<file path="config.mk">
export PLATFORM = sky130hd
export DESIGN_NAME = cpu_ctrl
export DESIGN_NICKNAME = d
export VERILOG_FILES = /design/src/rtl/cpu_pkg.sv /design/src/rtl/cpu_ctrl.sv
export SDC_FILE = /design/constraint.sdc
export NUM_CORES = 1
export LEC_CHECK = 0
export ABC_AREA = 1
export CAP_MARGIN = 20
export CORE_AREA = 2 2 39 41
export DETAILED_ROUTE_END_ITERATION = 8
export DIE_AREA = 0 0 41 43
export GPL_ROUTABILITY_DRIVEN = 0
export SLEW_MARGIN = 10
export SYNTH_ARGS = -nofsm -noshare
export SYNTH_HDL_FRONTEND = slang
export SYNTH_SLANG_ARGS = --single-unit
</file>
<file path="constraint.sdc">
create_clock -name clk -period 1 [get_ports clk]
set_input_delay 0.2 -clock clk [delete_from_list [all_inputs] [get_ports clk]]
set_output_delay 0.2 -clock clk [all_outputs]
set_load 0.05 [all_outputs]
</file>
<file path="src/rtl/cpu_pkg.sv">
// Shared definitions for the CPU control path: opcode constants, sequencer states
// and small decode helpers used by the controller and the accumulator ALU.
package cpu_pkg;

    localparam logic [2:0] HLT = 3'b000;
    localparam logic [2:0] SKZ = 3'b001;
    localparam logic [2:0] ADD = 3'b010;
    localparam logic [2:0] AND = 3'b011;
    localparam logic [2:0] XOR = 3'b100;
    localparam logic [2:0] LDA = 3'b101;
    localparam logic [2:0] STO = 3'b110;
    localparam logic [2:0] JMP = 3'b111;

    // Phase states keep their phase number as the low three encoding bits.
    typedef enum logic [3:0] {
        INST_ADDR  = 4'd0,
        INST_FETCH = 4'd1,
        INST_LOAD  = 4'd2,
        IDLE       = 4'd3,
        OP_ADDR    = 4'd4,
        OP_FETCH   = 4'd5,
        ALU_OP     = 4'd6,
        STORE      = 4'd7,
        HALTED     = 4'd8
    } state_t;

    function automatic logic is_aluop(input logic [2:0] op);
        return (op == ADD) || (op == AND) || (op == XOR) || (op == LDA);
    endfunction

endpackage

</file>
<file path="src/rtl/cpu_ctrl.sv">
// Eight-phase instruction sequencer with a HALTED state; outputs are pure decodes
// of the registered state plus the current opcode and zero flag.
module cpu_ctrl
    import cpu_pkg::*;
(
    input  logic       clk,
    input  logic       rst_n,
    input  logic       ena,
    input  logic [2:0] opcode,
    input  logic       zero,
    input  logic       resume,
    output logic       sel,
    output logic       rd,
    output logic       ld_ir,
    output logic       inc_pc,
    output logic       ld_pc,
    output logic       ld_ac,
    output logic       data_e,
    output logic       halted,
    output logic [2:0] phase
);

    state_t state, state_next;
    logic   aluop;

    assign aluop = is_aluop(opcode);

    always_ff @(posedge clk or negedge rst_n) begin
        if (!rst_n) state <= INST_ADDR;
        else        state <= state_next;
    end

    always_comb begin
        state_next = state;
        if (ena) begin
            case (state)
                INST_ADDR:  state_next = INST_FETCH;
                INST_FETCH: state_next = INST_LOAD;
                INST_LOAD:  state_next = IDLE;
                IDLE:       state_next = OP_ADDR;
                OP_ADDR:    state_next = (opcode == HLT) ? HALTED : OP_FETCH;
                OP_FETCH:   state_next = ALU_OP;
                ALU_OP:     state_next = STORE;
                STORE:      state_next = INST_ADDR;
                HALTED:     state_next = resume ? INST_ADDR : HALTED;
                default:    state_next = INST_ADDR;
            endcase
        end
    end

    always_comb begin
        sel    = 1'b0;
        rd     = 1'b0;
        ld_ir  = 1'b0;
        inc_pc = 1'b0;
        ld_pc  = 1'b0;
        ld_ac  = 1'b0;
        data_e = 1'b0;
        halted = 1'b0;
        phase  = 3'(state);
        case (state)
            INST_ADDR: sel = 1'b1;
            INST_FETCH: begin
                sel = 1'b1;
                rd  = 1'b1;
            end
            INST_LOAD, IDLE: begin
                sel   = 1'b1;
                rd    = 1'b1;
                ld_ir = 1'b1;
            end
            OP_ADDR:  inc_pc = 1'b1;
            OP_FETCH: rd = aluop;
            ALU_OP: begin
                rd     = aluop;
                inc_pc = (opcode == SKZ) && zero;
                ld_pc  = (opcode == JMP);
                data_e = (opcode == STO);
            end
            STORE: begin
                rd     = aluop;
                ld_ac  = aluop;
                ld_pc  = (opcode == JMP);
                data_e = (opcode == STO);
            end
            HALTED: begin
                halted = 1'b1;
                phase  = 3'd4;
            end
            default: begin
                sel   = 1'b1;
                phase = 3'd0;
            end
        endcase
    end

endmodule
</file>
Yosys cells after proc, flatten, opt, wreduce, memory -nomap -nowiden. Cells that the tools add are included.

Eq/ne operators: 15. Muxes and demuxes: 12. Reduce and logical (&&, ||, !) cells: 12.

Operators by type and width (count): $pmux 4 s8 (1); $eq 4x3->1 const B (4); $eq 3x3->1 const B (4); $eq 4x2->1 const B (2); $mux 4 (2); $reduce_or 8->1 (1); $eq 3x2->1 const B (2); $mux 1 (6); $pmux 3 s2 (1); $reduce_or 3->1 (2); $reduce_or 5->1 (1); $eq 4x1->1 const B (1); $eq 4x4->1 const B (1); $logic_not 4->1 (1); $pmux 1 s2 (2); $reduce_or 2->1 (2); $eq 3x1->1 const B (1); $logic_not 3->1 (1); $logic_or 1x1->1 (3); $logic_and 1x1->1 (1).

Bits in registers: 4. Input bits: 8. Output and inout bits: 11. Logic and storage cells: 40.

Longest topological paths before layout. Gate-level depths: netlist (run 1).

Word-level depth: 5. Gate-level depth with buffers: 8. Gate-level depth less buffers: 7.

Worst setup path after synthesis (run 1). OpenSTA, ideal clock, no wires.

Path kind: register -> output. Start point: register state[2]. End point: output port phase[2]. Arrival time: 2036 ps. Path slack: -1236 ps. Stages on the path, launching flop included: 6. Cells stage by stage: dfrtp_1 > inv_2 > nand3_1 > inv_1 > nor2_1 > inv_1.

Cells in the longest elaborated chain, start to end: 3. Elaborated cells between the ends (all ways): 11. Classes of those cells: 8 x eq/ne; 1 x mux; 2 x reduce/logical.

RTL lines: start: declaration (RTL line cpu_ctrl.sv:23) `state_t state, state_next;`; start signal: assignment (RTL line cpu_ctrl.sv:30) `else state <= state_next;`; $eq 4x3->1, or another cell as far along (RTL line cpu_ctrl.sv:61) `case (state)`; $reduce_or 8->1 (no source line); $pmux 3 s2 (*) (RTL line cpu_ctrl.sv:61); end: declaration (RTL line cpu_ctrl.sv:20) `output logic [2:0] phase`.

Mark *: on every way between the ends. The rest lies on a longest branch, timed or not.

Worst setup path after layout (run 1).
Start point: register state[1]. End point: output port ld_pc.

Cells in the longest elaborated chain, start to end: 3. Elaborated cells between the ends (all ways): 4. Classes of those cells: 2 x eq/ne; 1 x mux; 1 x reduce/logical.

RTL lines: $eq 4x3->1 (RTL line cpu_ctrl.sv:61); $reduce_or 2->1 (no source line) (*); $mux 1 (*); end: declaration (RTL line cpu_ctrl.sv:16) `output logic ld_pc,`.

Marks and branches as above.

==> results of run 1 <==
## placed cells by master (no fill, tap or decap)
cell,instances
o22ai_4,1
inv_1,3
o21ai_0,1
dfrtp_1,2
clkbuf_1,1
clkbuf_4,3
nor2_4,4
nor2_2,3
dlygate4sd2_1,3
buf_4,23
inv_2,5
nor3_4,2
a21boi_4,1
clkinv_2,1
nand2_1,17
clkdlybuf4s50_1,4
inv_4,1
nor2_1,2
dfrtp_2,2
o21ai_1,1
nor3_1,1
nand3_4,1
nand3_1,6
buf_12,11
nand2_2,2
buf_6,3
nand2_4,2
nand3_2,1
nor4_4,1
## worst max path at each step
stage,to,slack (ns),cells past startpoint
after detailed placement,rd,-0.64,6
final,ld_pc,-0.53,6
after CTS,inc_pc,-0.53,5
after global routing,ld_pc,-0.57,6
after global placement,rd,-0.57,6
after floorplan,data_e,-0.79,4
## critical path: stages (launching register included)
cell,delay (ns)
dfrtp_1,0.41
inv_2,0.07
nor2_4,0.14
nand2_4,0.07
buf_6,0.11
nor3_4,0.14
buf_12,0.16
## where the power goes
group / switching, uW / internal [uW]
combinational: 1300 / 1210
clock: 63.6 / 150
sequential: 90.7 / 226
total: 1460 / 1590
## routing by layer
metal  part of all wire [%]  up-vias
li1                       -      287
met1                     35      265
met2                     58       23
met3                    5.0        2
met4                    1.3        0
met5                      0        -
## cells by family after synthesis
group | share of synthesized area (%)
DFF | 26.7
and+or+nand+nor | 54.0
AOI/OAI and AO/OA | 6.33
buffers and inverters | 13.0
## through the flow
step / hold WS, ns / setup TNS, ns / area (sq um) / instances
2_1_floorplan: -0.0956 / -5.61 / 437 / 61
3_3_place_gp: 0.410 / -4.96 / 893 / 115
3_5_place_dp: 0.414 / -5.27 / 893 / 115
4_1_cts: 0.161 / -5.49 / 976 / 121
5_1_grt: 0.163 / -6.48 / 1020 / 124
6_report: 0.161 / -5.72 / 1020 / 124
## repair_timing
action | 4_1_cts | 5_1_grt
pin swaps | 8 | 2
gates resized for setup | 19 | 6
gates cloned | 0 | 0
setup buffers | 2 | 3
setup endpoints to repair | 14 | 15
## final cells by class
cell class                      count  area (sq um)
Sequential cell                     4           103
Tap cell                           16          20.0
Clock buffer                        4          26.3
Fill cell                          93           365
Timing Repair Buffer               44           493
Inverter                           10          41.3
Multi-Input combinational cell     46           335
==> results.txt, run 1 <==
Worst VDD drop: 1680 uV
post-route DRC violation count: 0
met2 usage: 29.4%
gr busiest metal: met2
drt pass-1 iters: 4
Crit. End Element: output port
Initial Util: 27.1%
Avg Cell Area, Syn: 6.15 sq um
min Tclk post-route: 1.53 ns
clock sinks: 4
global route total overflow: 0
drt wl/cell: 10.9 um
number of vias per cell: 4.65
WP data arrival: 1.33 ns
Leak Pwr: 0.000497 uW
kind of critical path: reg2out
Yosys top cell by area: dfrtp_1
Final setup viols: 14
critical path startpoint: state[1]$_DFFE_PN0P_
sequential area share after synthesis: 26.7%
Rel. slew slack: 82.5%
first-pass GRT wire length: 2070 um
Synth cell types: 19
num ports: 19
remaining antenna violation count: 0
drt total wl: 1350 um
synthesis-to-layout area growth: 171%
Core Area: 1380 sq um
Clock Skews: 0.00821 ns
Final Hold Fails: 0
# hold bufs at CTS: 0
synth top area cells: dfrtp_1, nand2_1, nand3_1
top flop regs: state: 4 flops
Max Cap Viol: 0
Final Cycle Share: 153%
Yosys top cell area share: 26.7%
Final Core Density: 73.6%
number of DRC markers in iteration 0: 4
Fmax: 655 MHz
max-slew violation count: 0
power per cell area: 2990 nW/um^2
synthesized netlist cell count: 61
M3 GR Usage: 2.09%
num rows: 14
final setup margin: -0.527 ns
Final nets: 117
Worst Setup Start Kind: register
Antenna diodes: 0
largest net degree at the start of global routing: 7
measured slew at the worst slew-check pin: 0.260 ns
Reg with most FFs: state
layout cell share with drive strength beyond 1: 62.0%
Inserted Clock Buffers: 3
failing checks: setup timing
CTS tree: built
CTS Root Buffer Type: clkbuf_4
Syn. warnings: 0
number of flip-flops in the largest register: 4
RR Startpoint: state[3]$_DFFE_PN0P_
Design Power: 3050 uW
worst flop-to-flop path endpoint: state[2]$_DFFE_PN0P_
crit-path max FO: 3
r2r setup slk: -0.27 ns
hold crit path type: in2async
DR vias: 577
worst-skew pair later-pin latency: 0.23 ns
synthesis-stage register bit count: 4
synthesized area: 375 sq um
Die H: 43 um
Placement Setup Slack: -0.636 ns
RSZ-0062 raised after global routing: true
Post-synth EDFFs: 0
initial antenna violation count: 0
Reg clk slew, reported paths: 0.04 ns
Post-Synthesis Net Count: 69
global-route usage over all layers: 16.7%
worst path required time: 0.80 ns
dominant synthesized flop cell: dfrtp_1
cell with the most instances after synthesis: nand2_1
die area: 1760 sq um
H-tree depth: 1
met1 Usage GRT: 18.2%
worst r2r path cells: 8
Port Buffers: 18
HPWL after DPL: 1050 um
Synth top cells by count: nand2_1, inv_1, nand3_1, nor2_1, dfrtp_1
clk buf depth: 2
outcome: finished, violations left
Die X: 41 um
vias in the first global route: 554
FFs w/ async S/R, synth: 100%
(Power assumes the default switching activity.)
==> inputs of run 2 (changes only) <==
--- a/config.mk
+++ b/config.mk
@@ -8,6 +8,7 @@
 export ABC_AREA = 1
 export CAP_MARGIN = 20
 export CORE_AREA = 2 2 39 41
+export CTS_BUF_LIST = sky130_fd_sc_hd__clkbuf_4 sky130_fd_sc_hd__clkbuf_8
 export DETAILED_ROUTE_END_ITERATION = 8
 export DIE_AREA = 0 0 41 43
 export GPL_ROUTABILITY_DRIVEN = 0
==> results.txt, run 2 (synthesis results as in run 1) <==
outcome: finished, violations left
Sequential Area: 103 sq um
Initial Util: 27.1%
Final setup viols: 15
CP cell instances: inv_2 > nor2_4 > nand2_4 > buf_6 > nor3_4 > buf_12
max-slew violation count: 0
Final Core Density: 74.6%
Design Power: 3100 uW
die area: 1760 sq um
Final Non-Filler Cells: 124
drt wl/cell: 11.2 um
num ports: 19
first-pass GRT wire length: 2070 um
Placed Cells: 115
Final Cycle Share: 151%
worst r2r path cells: 8
WP data arrival: 1.31 ns
Placement Setup Slack: -0.636 ns
max incr delay on CP: 0.38 ns
Inserted Clock Buffers: 3
# hold bufs at CTS: 0
Die H: 43 um
post-route DRC violation count: 0
remaining antenna violation count: 0
drt total wl: 1390 um
Leak Pwr: 0.000503 uW
Max Cap Viol: 0
Crit. End Element: output port
Die X: 41 um
kind of critical path: reg2out
Worst Setup Start Kind: register
r2r setup slk: -0.27 ns
Worst path slowest cell: dfrtp_1
hold crit path type: in2async
power per cell area: 3000 nW/um^2
failing checks: setup timing
synthesis-to-layout area growth: 175%
HPWL after DPL: 1050 um
drt pass-1 iters: 4
min Tclk post-route: 1.51 ns
global route total overflow: 0
vias in the first global route: 555
number of vias per cell: 4.59
Fmax: 663 MHz
worst path required time: 0.80 ns
Antenna diodes: 0
DR vias: 569
Port Buffers: 18
most common cell after layout, fill and taps aside: buf_4
area of the multi-input gates: 340 sq um
# fillers: 97
CTS tree: built
clock sinks: 4
top flop regs: state: 4 flops
worst flop-to-flop path endpoint: state[2]$_DFFE_PN0P_
Final Hold Fails: 0
RSZ-0062 raised after global routing: true
measured slew at the worst slew-check pin: 0.260 ns
Worst VDD drop: 1820 uV
Rel. slew slack: 82.5%
initial antenna violation count: 0
num rows: 14
final setup margin: -0.509 ns
clk buf depth: 2
global-route usage over all layers: 16.6%
largest net degree at the start of global routing: 7
worst-skew pair later-pin latency: 0.23 ns
layout cell share with drive strength beyond 1: 63.0%
H-tree depth: 1
Clock Skews: 0.00829 ns
number of flip-flops in the largest register: 4
Reg clk slew, reported paths: 0.04 ns
Final nets: 117
CTS Root Buffer Type: clkbuf_4
crit-path max FO: 3
Reg with most FFs: state
Core Area: 1380 sq um
RR Startpoint: state[3]$_DFFE_PN0P_
number of DRC markers in iteration 0: 2
most frequent cells in the layout: buf_4, nand2_1, buf_12
run 2: cell counts in the layout (fill, tap and decap cells not counted):
No cell type changed its count.
run 2: power breakdown:
group          internal, uW  total (uW)  leakage (uW)  switching, uW
clock                   177         241     0.0000184           64.0
sequential              227         303     0.0000479           76.4
combinational          1220        2550      0.000436           1330
total                  1630        3100      0.000503           1470
run 2: worst max path at each step:
stage	start	end	slack, ns	cells past startpoint
after floorplan	state[1]$_DFFE_PN0P_	data_e	-0.79	4
after detailed placement	opcode[1]	rd	-0.64	6
after global placement	opcode[1]	rd	-0.57	6
final	state[1]$_DFFE_PN0P_	ld_pc	-0.51	6
after global routing	state[1]$_DFFE_PN0P_	ld_pc	-0.58	6
after CTS	state[3]$_DFFE_PN0P_	inc_pc	-0.53	5
run 2: stage by stage:
step | setup TNS (ns) | hold WS (ns) | area (sq um)
after floorplan | -5.61 | -0.0956 | 437
after global placement | -4.96 | 0.410 | 893
after global routing | -6.57 | 0.163 | 1030
after detailed placement | -5.27 | 0.414 | 893
final | -5.63 | 0.162 | 1030
after CTS | -5.49 | 0.161 | 980
run 2: cell type report:
class | instances | share of cell area [%]
clock buffer | 4 | 2.91
tap | 16 | 1.94
inverter | 10 | 3.76
timing repair buffer | 44 | 48.5
multi-input combinational | 46 | 33.0
sequential | 4 | 9.94
run 2: critical path: cells and delay by family (launching register included):
kind          cells  cell delay [ns]
flops             1             0.38
simple gates      3             0.35
buf+inv           3             0.34
run 2: timing repair:
action | in CTS | in global routing
setup endpoints to repair | 14 | 15
pin swaps | 8 | 3
setup buffers | 2 | 3
resized for setup | 19 | 8
run 2: metal layers:
layer  wire (um)  part of all wire (%)  GRT usage, %  vias up
met4          21                   1.5          6.00        0
met5           0                     0             0        -
met3          55                   4.0          1.57        2
met1         490                    35          18.2      262
met2         820                    59          30.3       17
li1            -                     -             -      288
==> inputs of run 3 (changes only) <==
--- a/config.mk
+++ b/config.mk
@@ -12,6 +12,7 @@
 export DETAILED_ROUTE_END_ITERATION = 8
 export DIE_AREA = 0 0 41 43
 export GPL_ROUTABILITY_DRIVEN = 0
+export SKIP_CTS_REPAIR_TIMING = 1
 export SLEW_MARGIN = 10
 export SYNTH_ARGS = -nofsm -noshare
 export SYNTH_HDL_FRONTEND = slang
==> results.txt, run 3 (synthesis results as in run 1) <==
CP cell instances: inv_2 > nor2_4 > nand2_4 > buf_6 > nor3_4 > buf_12
power share of the combinational group: 81.4%
Fmax: 655 MHz
Worst path slowest cell: dfrtp_1
Die H: 43 um
Clock Skews: 0.00750 ns
CTS tree: built
Leak Pwr: 0.000514 uW
Final Core Density: 73.3%
synthesis-to-layout area growth: 170%
worst-skew pair later-pin latency: 0.23 ns
CTS Root Buffer Type: clkbuf_4
Final Hold Fails: 0
number of vias per cell: 4.64
remaining antenna violation count: 0
Core Area: 1380 sq um
critical path startpoint: state[1]$_DFFE_PN0P_
Placement Setup Slack: -0.636 ns
hold crit path type: in2async
kind of critical path: reg2out
Reg with most FFs: state
Final Cycle Share: 153%
internal power: 1550 uW
Port Buffers: 18
Final setup viols: 14
Die X: 41 um
RSZ-0062 raised after global routing: true
drt wl/cell: 10.7 um
min Tclk post-route: 1.53 ns
power per cell area: 2920 nW/um^2
DR vias: 561
most frequent cells in the layout: buf_4, nand2_1, buf_12
first-pass GRT wire length: 1890 um
max incr delay on CP: 0.40 ns
Worst VDD drop: 1540 uV
HPWL after DPL: 1050 um
global-route usage over all layers: 15.2%
failing checks: setup timing
Final nets: 114
die area: 1760 sq um
number of DRC markers in iteration 0: 4
Worst Setup Start Kind: register
final setup margin: -0.527 ns
clock sinks: 4
final non-filler cell area: 1010 sq um
initial antenna violation count: 0
number of flip-flops in the largest register: 4
r2r setup slk: -0.26 ns
top flop regs: state: 4 flops
num ports: 19
Reg clk slew, reported paths: 0.04 ns
most common cell after layout, fill and taps aside: buf_4
WHS: 0.163 ns
Initial Util: 27.1%
Sw Share: 47.9%
post-route DRC violation count: 0
clock share of power: 8.1%
num rows: 14
vias in the first global route: 509
NetSw: 1420 uW
max-slew violation count: 0
H-tree depth: 1
Inserted Clock Buffers: 3
Max Cap Viol: 0
Seq pwr share: 10.6%
drt pass-1 iters: 2
RR Startpoint: state[3]$_DFFE_PN0P_
worst path required time: 0.80 ns
global route total overflow: 0
Rel. slew slack: 82.5%
Antenna diodes: 0
outcome: finished, violations left
largest net degree at the start of global routing: 7
Crit. End Element: output port
clk buf depth: 2
drt total wl: 1300 um
layout cell share with drive strength beyond 1: 60.0%
Post-DP Area: 893 sq um
measured slew at the worst slew-check pin: 0.260 ns
crit-path max FO: 4
WP data arrival: 1.33 ns
## run 3: layer usage
layer	GRT usage, %	vias up	share of wire, %
li1	-	282	-
met1	17.3	266	36
met2	26.9	13	60
met3	1.57	0	3.3
met4	6.00	0	0
met5	0	-	0
## run 3: final cells by class
class | instances | area, sq um
Sequential cell | 4 | 103
Inverter | 10 | 40.0
Clock buffer | 4 | 30.0
Tap cell | 16 | 20.0
Fill cell | 98 | 369
Multi-Input combinational cell | 46 | 337
Timing Repair Buffer | 41 | 485
## run 3: path summary, 6_finish.rpt
| kind | endpoint | depth (start not counted) |
|---|---|---|
| setup / recovery | ld_pc | 6 |
| setup reg to reg | state[3]$_DFFE_PN0P_ | 9 |
| max in group asynchronous | state[3]$_DFFE_PN0P_ | 1 |
| hold reg to reg | state[2]$_DFFE_PN0P_ | 2 |
| hold / removal | state[0]$_DFFE_PN0P_ | 1 |
| min in group clk | state[3]$_DFFE_PN0P_ | 7 |
## run 3: power by group through the flow
| stage | sequential [uW] | clock (uW) | combinational (uW) |
|---|---|---|---|
| floorplan | 306 | 0 | 1110 |
| global placement | 303 | 0 | 2190 |
| detailed placement | 307 | 0 | 2220 |
| CTS | 305 | 252 | 2220 |
| global route | 313 | 267 | 2530 |
| finish | 313 | 239 | 2410 |
## run 3: metrics by stage
step,TNS [ns],total power (uW),instances
finish,-5.77,2970,121
global route,-6.56,3110,121
CTS,-6.55,2780,119
detailed placement,-5.27,2520,115
global placement,-4.96,2500,115
floorplan,-5.61,1420,61
## run 3: worst max-delay path: cells and delay by family (launching register included)
kind,cells,cell delay (ns)
AND/OR/NAND/NOR,3,0.35
flip-flops,1,0.40
buffers and inverters,3,0.35
==> patch: new RTL, settings of run 1 <==
Register the input `resume` before use, without a reset. The logic sees it one clock later. The other inputs are not delayed to match.
--- a/src/rtl/cpu_ctrl.sv
+++ b/src/rtl/cpu_ctrl.sv
@@ -19,6 +19,12 @@
     output logic       halted,
     output logic [2:0] phase
 );
+
+    logic resume_q;
+
+    always_ff @(posedge clk) begin
+        resume_q <= resume;
+    end
 
     state_t state, state_next;
     logic   aluop;
@@ -42,7 +48,7 @@
                 OP_FETCH:   state_next = ALU_OP;
                 ALU_OP:     state_next = STORE;
                 STORE:      state_next = INST_ADDR;
-                HALTED:     state_next = resume ? INST_ADDR : HALTED;
+                HALTED:     state_next = resume_q ? INST_ADDR : HALTED;
                 default:    state_next = INST_ADDR;
             endcase
         end
Check against the original RTL: not equivalent (a bounded check fails within 10 cycles, from zero or initial values and one cycle with rst_n low).
==> patch against run 1 <==
- the flow still finishes with violations (negative setup slack)
- design area is 1.8% higher
- fmax up 3.1%
- synthesized area shrank 1.7%
- sequential power grew 28%
- final cell count is 3.2% lower
- non-clock buffer count is 4 lower
- critical path depth is 1 lower
- combinational power up 3%
- sequential cell count is 1 higher
- routed wire length fell by 1.8%
- total power increased by 5.7%
- worst setup slack gained 0.045 ns
==> patch: results <==
clock_network:
  ctsRootBufferMaster: "clkbuf_4"
  cts_buffers: 3
  clockBufferDepth: 2
  cts_max_level: 1
synthesis:
  synth-async-reset-ratio_pct: 80.00
  synth.area.top_cells: "dfrtp_1, nand2_1, inv_1"
  ys_seq_area_share_pct: 32.54
  synth.avg_cell_area_um2: 6.051
  ys_top_cells_by_count: "nand2_1, inv_1, nor2_1"
  yosys_warnings: 0
  synth_cell_types: 13
pwr:
  peakVddDrop_mv: 2.147
  power.switching_fraction_pct: 47.06
  leakagePower_nw: 0.4843
worst_setup_path:
  critical_path.max_fanout: 6
  slowest_stage: "dfrtp_2"
  critPathMaxStageDelay_ns: 0.48
  cp-startpoint: "state[3]$_DFFE_PN0P_"
  crit_arrival_ns: 1.28
cells_and_area:
  instances_no_fill: 120
  final_nets: 113
  reg_top3: "state: 4 flops, resume_q: 1 flops"
  drive_gt1_share_pct: 64.42
  diodes: 0
  num-fill-cells: 102
outcome:
  violations: "negative setup slack"
  outcome: "complete, but fails checks"
sta:
  fin_ws_ns: -0.4814
  clock_skew_ns: 0.002479
  tightest_slew_ns: 0.2578
  setup_violations: 15
  fin_tns_setup_ns: -5.441
global_routing:
  grt_use_met3_pct: 0
  gr-usage-met1_pct: 19.54
  grt_pass1_vias: 496
  grt_first_pass_wirelength_um: 2028
  grt_util_all_layers_pct: 16.82
  gr-usage-met2_pct: 29.69
route:
  drt_iter0_drc: 2
  drt-pass1-iter-count: 4
  wl_per_cell_um: 11.04
  via_count: 548
placement:
  dp_hpwl_um: 961.3
## patch: changes by cell type in the layout (fill, tap and decap cells not counted), sizes merged
cell	change
a211oi	+1
buf	-4
clkinv	-1
clkinvlp	+1
dfxtp	+1
nand2	-1
nand3	-2
nor2	+1
nor3	+1
nor4	-1
o21ai	+1
o22ai	-1
## patch: power groups by stage
stage,Sequential [W],Combinational (W),Clock (W)
2_1_floorplan,0.000361,0.00103,0
3_3_place_gp,0.000361,0.00215,0
6_report,0.000405,0.00259,0.000227
3_5_place_dp,0.000365,0.00217,0
4_1_cts,0.000401,0.00246,0.000244
5_1_grt,0.000422,0.00272,0.000242
## patch: worst register-to-register path, stage by stage, from the launching register on
cell and delay, ns:
dfrtp_2 0.48, inv_2 0.10, nand2_4 0.07, buf_4 0.15, nor2_4 0.12, nand2_2 0.05, o21ai_0 0.06, nand2_1 0.07
nand2_1 0.06
## patch: per-stage QoR
stage | util [%] | instance area, um2 | setup slack [ns] | power, W | hold WS (ns)
final | 74.95 | 1037 | -0.4814 | 0.003221 | 0.1595
after global routing | 74.95 | 1037 | -0.5285 | 0.003386 | 0.1772
after CTS | 72.42 | 1002 | -0.4920 | 0.003103 | 0.1523
after detailed placement | 63.83 | 883.3 | -0.5481 | 0.002531 | 0.4153
after global placement | 63.83 | 883.3 | -0.5521 | 0.002509 | 0.4074
after floorplan | - | 449.2 | -0.7016 | 0.001393 | -0.09559
## patch: area by class of cell
class	count	area (um2)	share of cell area (%)
inverter	10	43.79	4.222
timing repair buffer	40	470.5	45.36
clock buffer	4	26.28	2.533
tap	16	20.02	1.930
sequential	5	125.1	12.06
multi-input combinational	45	351.6	33.90
## patch: cells by family (layout without fill, tap and decap cells)
kind of cell | Yosys count | after routing | synth area share (%)
DFF | 5 | 5 | 32.54
and+or+nand+nor | 40 | 40 | 46.10
AOI/OAI and AO/OA | 5 | 5 | 8.136
buffers and inverters | 11 | 54 | 13.22
## patch: routing by layer
layer	part of all wire (%)	vias up	wire length (um)
li1	-	277	-
met1	37	255	485
met2	60	14	792
met3	2.8	2	37
met4	0.60	0	8
met5	0	-	0
## patch: final timing paths
check | endpoint | slack, ns | cells after the start
hold reg to reg | state[3]$_DFFE_PN0P_ | 0.52 | 3
setup / recovery | phase[2] | -0.48 | 5
min in group clk | resume_q$_DFF_P_ | 0.41 | 1
hold / removal | state[1]$_DFFE_PN0P_ | 0.16 | 1
setup reg to reg | state[3]$_DFFE_PN0P_ | -0.23 | 8
max in group asynchronous | state[2]$_DFFE_PN0P_ | 0.66 | 1
## patch: repair_timing
| action | 4_1_cts | 5_1_grt |
|---|---|---|
| hold buffers | 0 | 0 |
| gates cloned | 0 | 0 |
| resized for setup | 26 | 8 |
| buffers inserted | 3 | 1 |
| pin swaps | 10 | 3 |
| setup endpoints to repair | 15 | 15 |
